==> config.mk <==
export PLATFORM = sky130hd
export DESIGN_NAME = regfile_sb
export DESIGN_NICKNAME = d
export VERILOG_FILES = /design/src/rtl/regfile_pkg.sv /design/src/rtl/regfile_scoreboard.sv /design/src/rtl/regfile_sb.sv
export SDC_FILE = /design/constraint.sdc
export NUM_CORES = 2
export LEC_CHECK = 0
export ABC_CLOCK_PERIOD_IN_PS = 8800
export CAP_MARGIN = 25
export CORE_UTILIZATION = 40
export CTS_BUF_LIST = sky130_fd_sc_hd__clkbuf_8
export DETAILED_ROUTE_END_ITERATION = 12
export GPL_ROUTABILITY_DRIVEN = 0
export PLACE_DENSITY = 0.57
export RECOVER_POWER = 50
export SYNTH_ARGS = -nofsm -noshare
export SYNTH_HDL_FRONTEND = slang
export SYNTH_HIERARCHICAL = 1
export SYNTH_SLANG_ARGS = --single-unit
==> constraint.sdc <==
create_clock -name CLK -period 8.8 [get_ports CLK]
set_input_delay 1.76 -clock CLK [delete_from_list [all_inputs] [get_ports CLK]]
set_output_delay 1.76 -clock CLK [all_outputs]
set_load 0.005 [all_outputs]
==> src/rtl/regfile_pkg.sv <==
// Shared constants for the register file with pending-write scoreboard.
//   XLEN_DEF / NREGS_DEF : default data width and register count
//   ZERO_REG             : index of the hardwired-zero register (x0)
//   addr_width()         : register address width derived from the register count
package regfile_pkg;

    localparam int unsigned XLEN_DEF  = 64;
    localparam int unsigned NREGS_DEF = 32;
    localparam int unsigned ZERO_REG  = 0;

    // Register count is a power of two >= 2, so this is log2(nregs); the guard keeps
    // the result at least 1 bit wide.
    function automatic int unsigned addr_width(input int unsigned nregs);
        return (nregs < 2) ? 1 : $clog2(nregs);
    endfunction

endpackage

==> src/rtl/regfile_scoreboard.sv <==
// Pending-write scoreboard: one busy bit per architectural register plus a busy count.
//   clk_i, rst_ni        : clock, asynchronous active-low reset
//   ra_i, rb_i           : read addresses, give busy_a_o / busy_b_o
//   issue_i, rd_i        : reserve rd_i for a new producer; issue_ok_o says it is allowed
//   we_i, rw_i           : writeback releases rw_i
//   flush_i              : clears every busy bit and the count
//   busy_count_o         : number of busy registers
// BypassEn hides the busy bit of a register being written back in the same cycle.
module regfile_scoreboard
    import regfile_pkg::*;
#(
    parameter int unsigned NREGS    = NREGS_DEF,
    parameter bit          BypassEn = 1'b0,
    localparam int unsigned AW      = addr_width(NREGS)
) (
    input  logic          clk_i,
    input  logic          rst_ni,
    input  logic [AW-1:0] ra_i,
    input  logic [AW-1:0] rb_i,
    input  logic          issue_i,
    input  logic [AW-1:0] rd_i,
    input  logic          we_i,
    input  logic [AW-1:0] rw_i,
    input  logic          flush_i,
    output logic          busy_a_o,
    output logic          busy_b_o,
    output logic          issue_ok_o,
    output logic [AW-1:0] busy_count_o
);

    localparam logic [AW-1:0] Zero = AW'(ZERO_REG);

    logic [NREGS-1:0] busy_q, busy_d;
    logic [AW-1:0]    count_q, count_d;
    logic             issue_ok;
    logic             set_en, clr_en, inc, dec;

    always_comb begin
        // A writeback to rd this cycle releases the old producer, so re-reserving is fine.
        issue_ok = !busy_q[rd_i] || (we_i && (rw_i == rd_i)) || (rd_i == Zero);
        set_en   = issue_i && issue_ok && (rd_i != Zero) && !flush_i;
        clr_en   = we_i && (rw_i != Zero);
        // Count only real 0->1 and 1->0 transitions; a same-register clear+set is a no-op.
        inc      = set_en && !busy_q[rd_i];
        dec      = clr_en && busy_q[rw_i] && !(set_en && (rw_i == rd_i));

        busy_d  = busy_q;
        count_d = count_q + AW'(inc) - AW'(dec);
        if (clr_en) busy_d[rw_i] = 1'b0;
        if (set_en) busy_d[rd_i] = 1'b1;
        if (flush_i) begin
            busy_d  = '0;
            count_d = '0;
        end
    end

    always_ff @(posedge clk_i or negedge rst_ni) begin
        if (!rst_ni) begin
            busy_q  <= '0;
            count_q <= '0;
        end else begin
            busy_q  <= busy_d;
            count_q <= count_d;
        end
    end

    always_comb begin
        busy_a_o     = busy_q[ra_i] && !(BypassEn && we_i && (rw_i == ra_i));
        busy_b_o     = busy_q[rb_i] && !(BypassEn && we_i && (rw_i == rb_i));
        issue_ok_o   = issue_ok;
        busy_count_o = count_q;
    end

    issue_legal_a : assert property (@(posedge clk_i) disable iff (!rst_ni)
        issue_i |-> issue_ok)
        else $error("ISSUE asserted while IssueOk is low");

endmodule

==> src/rtl/regfile_sb.sv <==
// Register file with pending-write scoreboard for the pipelined RISC-V datapath.
// Two combinational read ports, one synchronous write port, x0 hardwired to zero.
//   CLK, RST_N        : clock, asynchronous active-low reset
//   Ra/Rb -> Da/Db    : combinational reads, BusyA/BusyB flag pending writes
//   ISSUE, Rd         : reserve Rd for an in-flight producer; IssueOk flags no WAW hazard
//   WE, Rw, Din       : writeback, writes data and releases Rw
//   FLUSH             : clear all busy bits
//   BusyCount         : number of busy registers
// Define REGFILE_BYPASS_EN to forward same-cycle writeback data to the read ports.
module regfile_sb
    import regfile_pkg::*;
#(
    parameter int unsigned XLEN  = XLEN_DEF,
    parameter int unsigned NREGS = NREGS_DEF,
    localparam int unsigned AW   = addr_width(NREGS)
) (
    input  logic            CLK,
    input  logic            RST_N,
    input  logic [AW-1:0]   Ra,
    input  logic [AW-1:0]   Rb,
    output logic [XLEN-1:0] Da,
    output logic [XLEN-1:0] Db,
    output logic            BusyA,
    output logic            BusyB,
    input  logic            ISSUE,
    input  logic [AW-1:0]   Rd,
    output logic            IssueOk,
    input  logic            WE,
    input  logic [AW-1:0]   Rw,
    input  logic [XLEN-1:0] Din,
    input  logic            FLUSH,
    output logic [AW-1:0]   BusyCount
);

`ifdef REGFILE_BYPASS_EN
    localparam bit BypassEn = 1'b1;
`else
    localparam bit BypassEn = 1'b0;
`endif

    localparam logic [AW-1:0] Zero = AW'(ZERO_REG);

    logic [XLEN-1:0] mem_q [NREGS];
    logic            wr_en;
    logic            byp_a, byp_b;

    assign wr_en = WE && (Rw != Zero);

    always_ff @(posedge CLK or negedge RST_N) begin
        if (!RST_N) begin
            for (int i = 0; i < NREGS; i++) mem_q[i] <= '0;
        end else if (wr_en) begin
            mem_q[Rw] <= Din;
        end
    end

    always_comb begin
        // Reset gates the bypass so reads are zero while reset is held.
        byp_a = BypassEn && RST_N && wr_en && (Rw == Ra);
        byp_b = BypassEn && RST_N && wr_en && (Rw == Rb);
        Da    = (Ra == Zero) ? '0 : (byp_a ? Din : mem_q[Ra]);
        Db    = (Rb == Zero) ? '0 : (byp_b ? Din : mem_q[Rb]);
    end

    regfile_scoreboard #(
        .NREGS    (NREGS),
        .BypassEn (BypassEn)
    ) u_scoreboard (
        .clk_i        (CLK),
        .rst_ni       (RST_N),
        .ra_i         (Ra),
        .rb_i         (Rb),
        .issue_i      (ISSUE),
        .rd_i         (Rd),
        .we_i         (WE),
        .rw_i         (Rw),
        .flush_i      (FLUSH),
        .busy_a_o     (BusyA),
        .busy_b_o     (BusyB),
        .issue_ok_o   (IssueOk),
        .busy_count_o (BusyCount)
    );

endmodule

=== Word level (Yosys, flattened, before mapping) ===
Index checks and enable logic that the tools add are counted.

* Reduce and logical (&&, ||, !) cells: 22
* Equality and inequality tests: 1
* Mux-type cells: 27
* $add $sub $neg: 2
* Order comparisons: 10
* Bitwise logic cells: 6

{| class="wikitable"
|+ Operators by type and width
! cell !! number
|-
| 2048-bit bitwise mux || 1
|-
| 64-bit binary-select mux with 5-bit select || 2
|-
| 64-bit two-way mux || 7
|-
| 64-bit demux with 5-bit select || 1
|-
| 32-bit two-way mux || 3
|-
| 32-bit bitwise AND || 1
|-
| 32-bit NOT || 1
|-
| 32-bit bitwise OR || 1
|-
| 5-bit by 6-bit less-than comparator with 1-bit output, second input constant || 4
|-
| 1-bit binary-select mux with 5-bit select || 4
|-
| 6-bit greater-or-equal comparator, second input constant || 3
|-
| 5-bit NOT with 6-bit output || 3
|-
| 5-bit zero test || 3
|-
| 1-bit logical AND || 12
|-
| 1-bit demux with 5-bit select || 2
|-
| 5-bit by 1-bit greater-or-equal comparator with 1-bit output, second input constant || 2
|-
| 5-bit nonzero test || 2
|-
| 6-bit by 1-bit less-than comparator with 1-bit output, second input constant || 1
|-
| 1-bit two-way mux || 6
|-
| 5-bit by 1-bit adder with 5-bit output || 1
|-
| 5-bit equality test || 1
|-
| 5-bit two-way mux || 1
|-
| 5-bit by 1-bit subtractor with 5-bit output || 1
|-
| 1-bit zero test || 3
|-
| 1-bit logical OR || 2
|}

* Flip-flop bits (word level): 2085
* Bits of input ports: 89
* Output and inout port bits: 136
* Word-level logic and storage cells: 102

=== Longest topological paths before layout ===
* Word-level depth: 13
* Gate-level depth with buffers: 17
* Mapped depth without buffers: 15

=== By module ===
The synthesis kept the hierarchy.

{| class="wikitable"
|+ By module, submodules not included
! module !! cells an instance !! area an instance (um2) !! instances !! sequential area each (um2)
|-
| regfile_sb || 6875 || 107818.4 || 1 || 51249.2
|-
| regfile_scoreboard || 285 || 3125.5 || 1 || 925.9
|}

=== Worst setup path after synthesis ===
Ideal clock, no wire load.

* Kind: input to output
* From: input port Ra[1]
* To: output port Da[41]
* Stages on the path: 8
* Required time: 7.040 ns
* Setup slack: 3.556 ns
* Path buffers: 4
* Arrival time: 3.484 ns
* Cells stage by stage: buf_2 -> buf_2 -> buf_2 -> buf_1 -> mux4_2 -> a221oi_1 -> o21ai_0 -> and2_1

* Word-level cells in the longest chain between the ends: 5
* Elaborated cells on any way between the ends: 6
* Those cells by class: 4 x mux; 1 x bitwise; 1 x reduce/logical

{| class="wikitable"
|+ RTL lines
! element !! RTL line !! source
|-
| from (decl) || regfile_sb.sv:19 || <nowiki>input logic [AW-1:0] Ra,</nowiki>
|-
| 5-bit NOT with 6-bit output (not written as such) || regfile_sb.sv:61 || <nowiki>Da = (Ra == Zero) ? '0 : (byp_a ? Din : mem_q[Ra]);</nowiki>
|-
| 64-bit binary-select mux with 5-bit select || regfile_sb.sv:61 ||
|-
| 64-bit two-way mux (not written as such) (2 in a row) || regfile_sb.sv:61 ||
|-
| 64-bit two-way mux (*) || regfile_sb.sv:61 ||
|-
| to (decl) || regfile_sb.sv:21 || <nowiki>output logic [XLEN-1:0] Da,</nowiki>
|}

Mark *: on every way between the ends. The rest lies on a longest branch, timed or not. The select of a mux whose other input is x is not followed.

=== Worst setup path after layout ===
* From: input port Ra[3]
* To: output port Da[33]

Same word-level chain as after synthesis.

==> flow_summary.ini <==
[status]
status = complete, but fails checks
violated_checks = capacitance limit, slew limit

[timing]
clock.fmax_ghz = 0.1338
finalClockSkew_ps = 48.04
final-setup-viol-count = 0
relSlewSlack_pct = -182.6
final-hold-violation-count = 0
timing.final.crit_share_pct = 84.93
min_period_ps = 7474
fin_setup_tns_ps = 0
grt_setup_unrepaired = no
slew_violations = 1150
worstMarginPinSlew_ps = 4239

[cts]
clock_insertion_delay_worst_skew_ps = 1070
cts.clk_slew.worst_paths_ps = 50
level_count_of_the_clock_h_tree = 5
tritoncts_clock_tree = yes
max-clock-path-buffers = 4
cts.sink_count = 2085
post_cts.repair.setup_buffers = 0
cts-hold-fix-buffers = 0
root_buf_cell = sky130_fd_sc_hd__clkbuf_8
numCtsBuffers = 378
cts_resized = 0

[power]
leakage_nw = 54.34
power_per_standard_cell_area_nw_per_um2 = 224.8
fin_total_pwr_mw = 28.08
ir_drop_v = 0.0001201

[floorplanning]
dieArea_um2 = 279500
floorplan.core_area_um2 = 274800
fp.dieH_um = 528.7
core.rowCount = 192
num_io_pins = 225
initial_core_utilization_pct = 40.37
die_width_um = 528.7

[synth]
synth-async-reset-ratio_pct = 100.0
seq_area_frac_synth_pct = 47.03
synth-seq-cells = 2085
syn_inst = 7160
mappedNetlistNets = 7255
yosys_warnings = 6
synth_area_um2 = 110900
syn-mean-instance-area_um2 = 15.49
synth_ff_type = sky130_fd_sc_hd__dfrtp_1
ys_types = 67
synth_edf_count = 0

[global_routing]
first_pass_grt_wire_length_mm = 551.7
grt_antenna_before_repair = 37
track_usage_pct = 27.28
first_global_vias = 74036
grt-ovfl-total = 0
maximum_number_of_pins_on_one_net_before_global_route_repair = 179

[drt]
number_of_routed_nets_with_antenna_violations = 0
drt_pass_1_iters = 5
dr.first_iter.drc_count = 6239
drc = 0
route.vias.total = 70582
detail_route.vias_per_cell = 6.337
route.detailed.wl_per_inst_um = 34.26
drt-total-wl_mm = 381.6

[layout]
layout.area.seq_um2 = 52180
multi_input_combinational_cell_area_um2 = 55210
nNetsFinal = 7240
syn_to_final_growth_pct = 12.56
post_route_cells_drive_above_1_share_pct = 51.50
final.fill_count = 24174

[worst_setup_path]
reg2reg_slack_ps = 5380
crit-reg2reg-capture = u_scoreboard/busy_count_o[4]$_DFF_PN0_
most_repeated_library_cell_on_the_critical_path = sky130_fd_sc_hd__clkdlybuf4s50_1
reg2reg_depth = 14
crit_required_ps = 7040
critical_path.slowest_cell = sky130_fd_sc_hd__clkdlybuf4s50_1
cp-end-kind = primary output
cpPeakStageDelay_ps = 1130
data_arrival_critical_path_ps = 5710
worstPathCellList = clkdlybuf4s50_1 > nor2b_4 > buf_12 > a22oi_1 > a32oi_1 > clkdlybuf4s50_1
worstSetupStartpointType = input port
critical_path_class = input port to primary output
worstReg2RegStart = u_scoreboard/busy_q[23]$_DFF_PN0_
crit_fanout = 43

[hold_path]
hold_path_endpoint = mem_q[1997]$_DFFE_PN0P_
worstHoldStart = mem_q[1997]$_DFFE_PN0P_
hold_depth = 0
min-delay-path-class = flip-flop to flip-flop

[run]
cap_violations = 16

[placed_design]
port-buffer-count = 224
place_hpwl_mm = 215.5
-- cells in the mapped netlist (4+ instances only) --
master                      instances  area [µm²]
sky130_fd_sc_hd__dfrtp_1         2085       52180
sky130_fd_sc_hd__mux2_2          1999       22510
sky130_fd_sc_hd__mux4_2           997       22450
sky130_fd_sc_hd__clkbuf_1         522        1959
sky130_fd_sc_hd__mux2i_1          399        3994
sky130_fd_sc_hd__buf_2            210        1051
sky130_fd_sc_hd__o22ai_1          125       782.0
sky130_fd_sc_hd__o221ai_1          89       779.5
sky130_fd_sc_hd__a22o_1            77       674.4
sky130_fd_sc_hd__a211o_1           72       630.6
sky130_fd_sc_hd__buf_1             49       183.9
sky130_fd_sc_hd__a21o_1            44       330.3
sky130_fd_sc_hd__and3_1            37       231.5
sky130_fd_sc_hd__buf_4             37       277.8
sky130_fd_sc_hd__a221oi_1          32       280.3
sky130_fd_sc_hd__nor2_1            30       112.6
sky130_fd_sc_hd__and2_1            28       175.2
sky130_fd_sc_hd__nand2_1           28       105.1
sky130_fd_sc_hd__buf_6             27       304.0
sky130_fd_sc_hd__o21ai_0           27       135.1
sky130_fd_sc_hd__nand3_1           22       110.1
sky130_fd_sc_hd__nor2b_1           21       131.4
sky130_fd_sc_hd__o31ai_1           21       157.7
sky130_fd_sc_hd__o211ai_1          20       150.1
sky130_fd_sc_hd__a211oi_1          13       97.59
sky130_fd_sc_hd__inv_1             13       48.80
sky130_fd_sc_hd__nor3_1            11       55.05
sky130_fd_sc_hd__nand2b_1          10       62.56
sky130_fd_sc_hd__nand3b_1          10       75.07
sky130_fd_sc_hd__nor4_1             9       56.30
sky130_fd_sc_hd__o21ai_1            8       40.04
sky130_fd_sc_hd__o22a_1             7       61.31
sky130_fd_sc_hd__or3_1              7       43.79
sky130_fd_sc_hd__xnor2_1            6       52.55
sky130_fd_sc_hd__a2111oi_0          5       43.79
sky130_fd_sc_hd__ha_1               5       62.56
sky130_fd_sc_hd__o311ai_0           5       43.79
sky130_fd_sc_hd__a21oi_1            4       20.02
sky130_fd_sc_hd__o31ai_2            4       50.05
sky130_fd_sc_hd__or2_2              4       25.02
-- registers in the layout, summed over array words and instances, names as in the netlist --
register and flops:
mem_q 2048, u_scoreboard/busy_q 32, u_scoreboard/busy_count_o 5
-- worst max path at each step --
stage / slack, ps / end / cells past startpoint / startpoint
2_1_floorplan: 3560 / Da[41] / 8 / Ra[1]
3_3_place_gp: 1120 / Da[42] / 7 / Ra[3]
3_5_place_dp: 1340 / Da[31] / 7 / Ra[3]
4_1_cts: 1320 / Da[31] / 7 / Ra[3]
5_1_grt: 770 / mem_q[5]$_DFFE_PN0P_ / 3 / RST_N
6_report: 1330 / Da[33] / 6 / Ra[3]
-- worst max-delay path: cells and delay by family --
kind	cells	cell delay (ps)
AND/OR/NAND/NOR	1	580
buffers and inverters	3	2220
AO/OA/AOI/OAI	2	1060
-- cell usage in the layout (no fill, tap or decap), types with 39 or more instances in the layout --
master	instances
sky130_fd_sc_hd__dfrtp_1	2085
sky130_fd_sc_hd__mux2_2	1999
sky130_fd_sc_hd__mux4_2	997
sky130_fd_sc_hd__clkbuf_8	476
sky130_fd_sc_hd__mux2i_1	399
sky130_fd_sc_hd__clkdlybuf4s50_1	212
sky130_fd_sc_hd__inv_1	145
sky130_fd_sc_hd__buf_4	136
sky130_fd_sc_hd__o22ai_1	125
sky130_fd_sc_hd__o221ai_1	89
sky130_fd_sc_hd__a22o_1	77
sky130_fd_sc_hd__a211o_1	72
sky130_fd_sc_hd__a21o_1	44
sky130_fd_sc_hd__buf_12	39
-- per-stage QoR --
| step | util [%] | hold slack [ps] | area, µm² | setup slack (ps) | cells |
|---|---|---|---|---|---|
| 2_1_floorplan | - | 441.3 | 110900 | 3556 | 7160 |
| 3_3_place_gp | 42.30 | 376.3 | 116300 | 1121 | 10408 |
| 3_5_place_dp | 42.39 | 383.6 | 116500 | 1340 | 10419 |
| 4_1_cts | 45.20 | 396.7 | 124200 | 1322 | 11095 |
| 5_1_grt | 45.44 | 403.4 | 124900 | 768.8 | 11133 |
| 6_report | 45.44 | 392.7 | 124900 | 1326 | 11138 |
-- area by class of cell --
type | instances | area share (%)
flip-flops and latches | 2085 | 41.78
repair buffers | 453 | 4.078
clock buffers | 475 | 5.235
multi-input cells | 4213 | 44.21
diodes | 11 | 0.02204
well taps | 3686 | 3.693
clock inverters | 201 | 0.9298
inverters | 14 | 0.05110
-- layer usage --
layer,global-route usage [%],part of all wire (%),vias to the layer above
met4,8.688,3.1,20
met1,38.71,43,39097
met3,5.257,7.3,647
met5,0,0.032,-
met2,42.09,46,2765
li1,-,-,28053
-- logic make-up after synthesis --
family,count (synthesis),synth area share [%]
compound gates,568,3.990
fa+ha+maj,6,0.07443
flops,2085,47.03
buf+inv,862,3.478
simple gates,235,1.229
mux,3395,44.13
xor+xnor,9,0.07105
-- power breakdown --
group | switching (mW) | total (mW) | internal (mW) | leakage, nW
Clock | 4.45 | 9.45 | 5.01 | 4.49
Sequential | 1.26 | 12.6 | 11.4 | 26.8
Combinational | 2.41 | 5.97 | 3.56 | 23.1
Total | 8.11 | 28.1 | 20.0 | 54.3
Power figures use the tool's default switching activity.
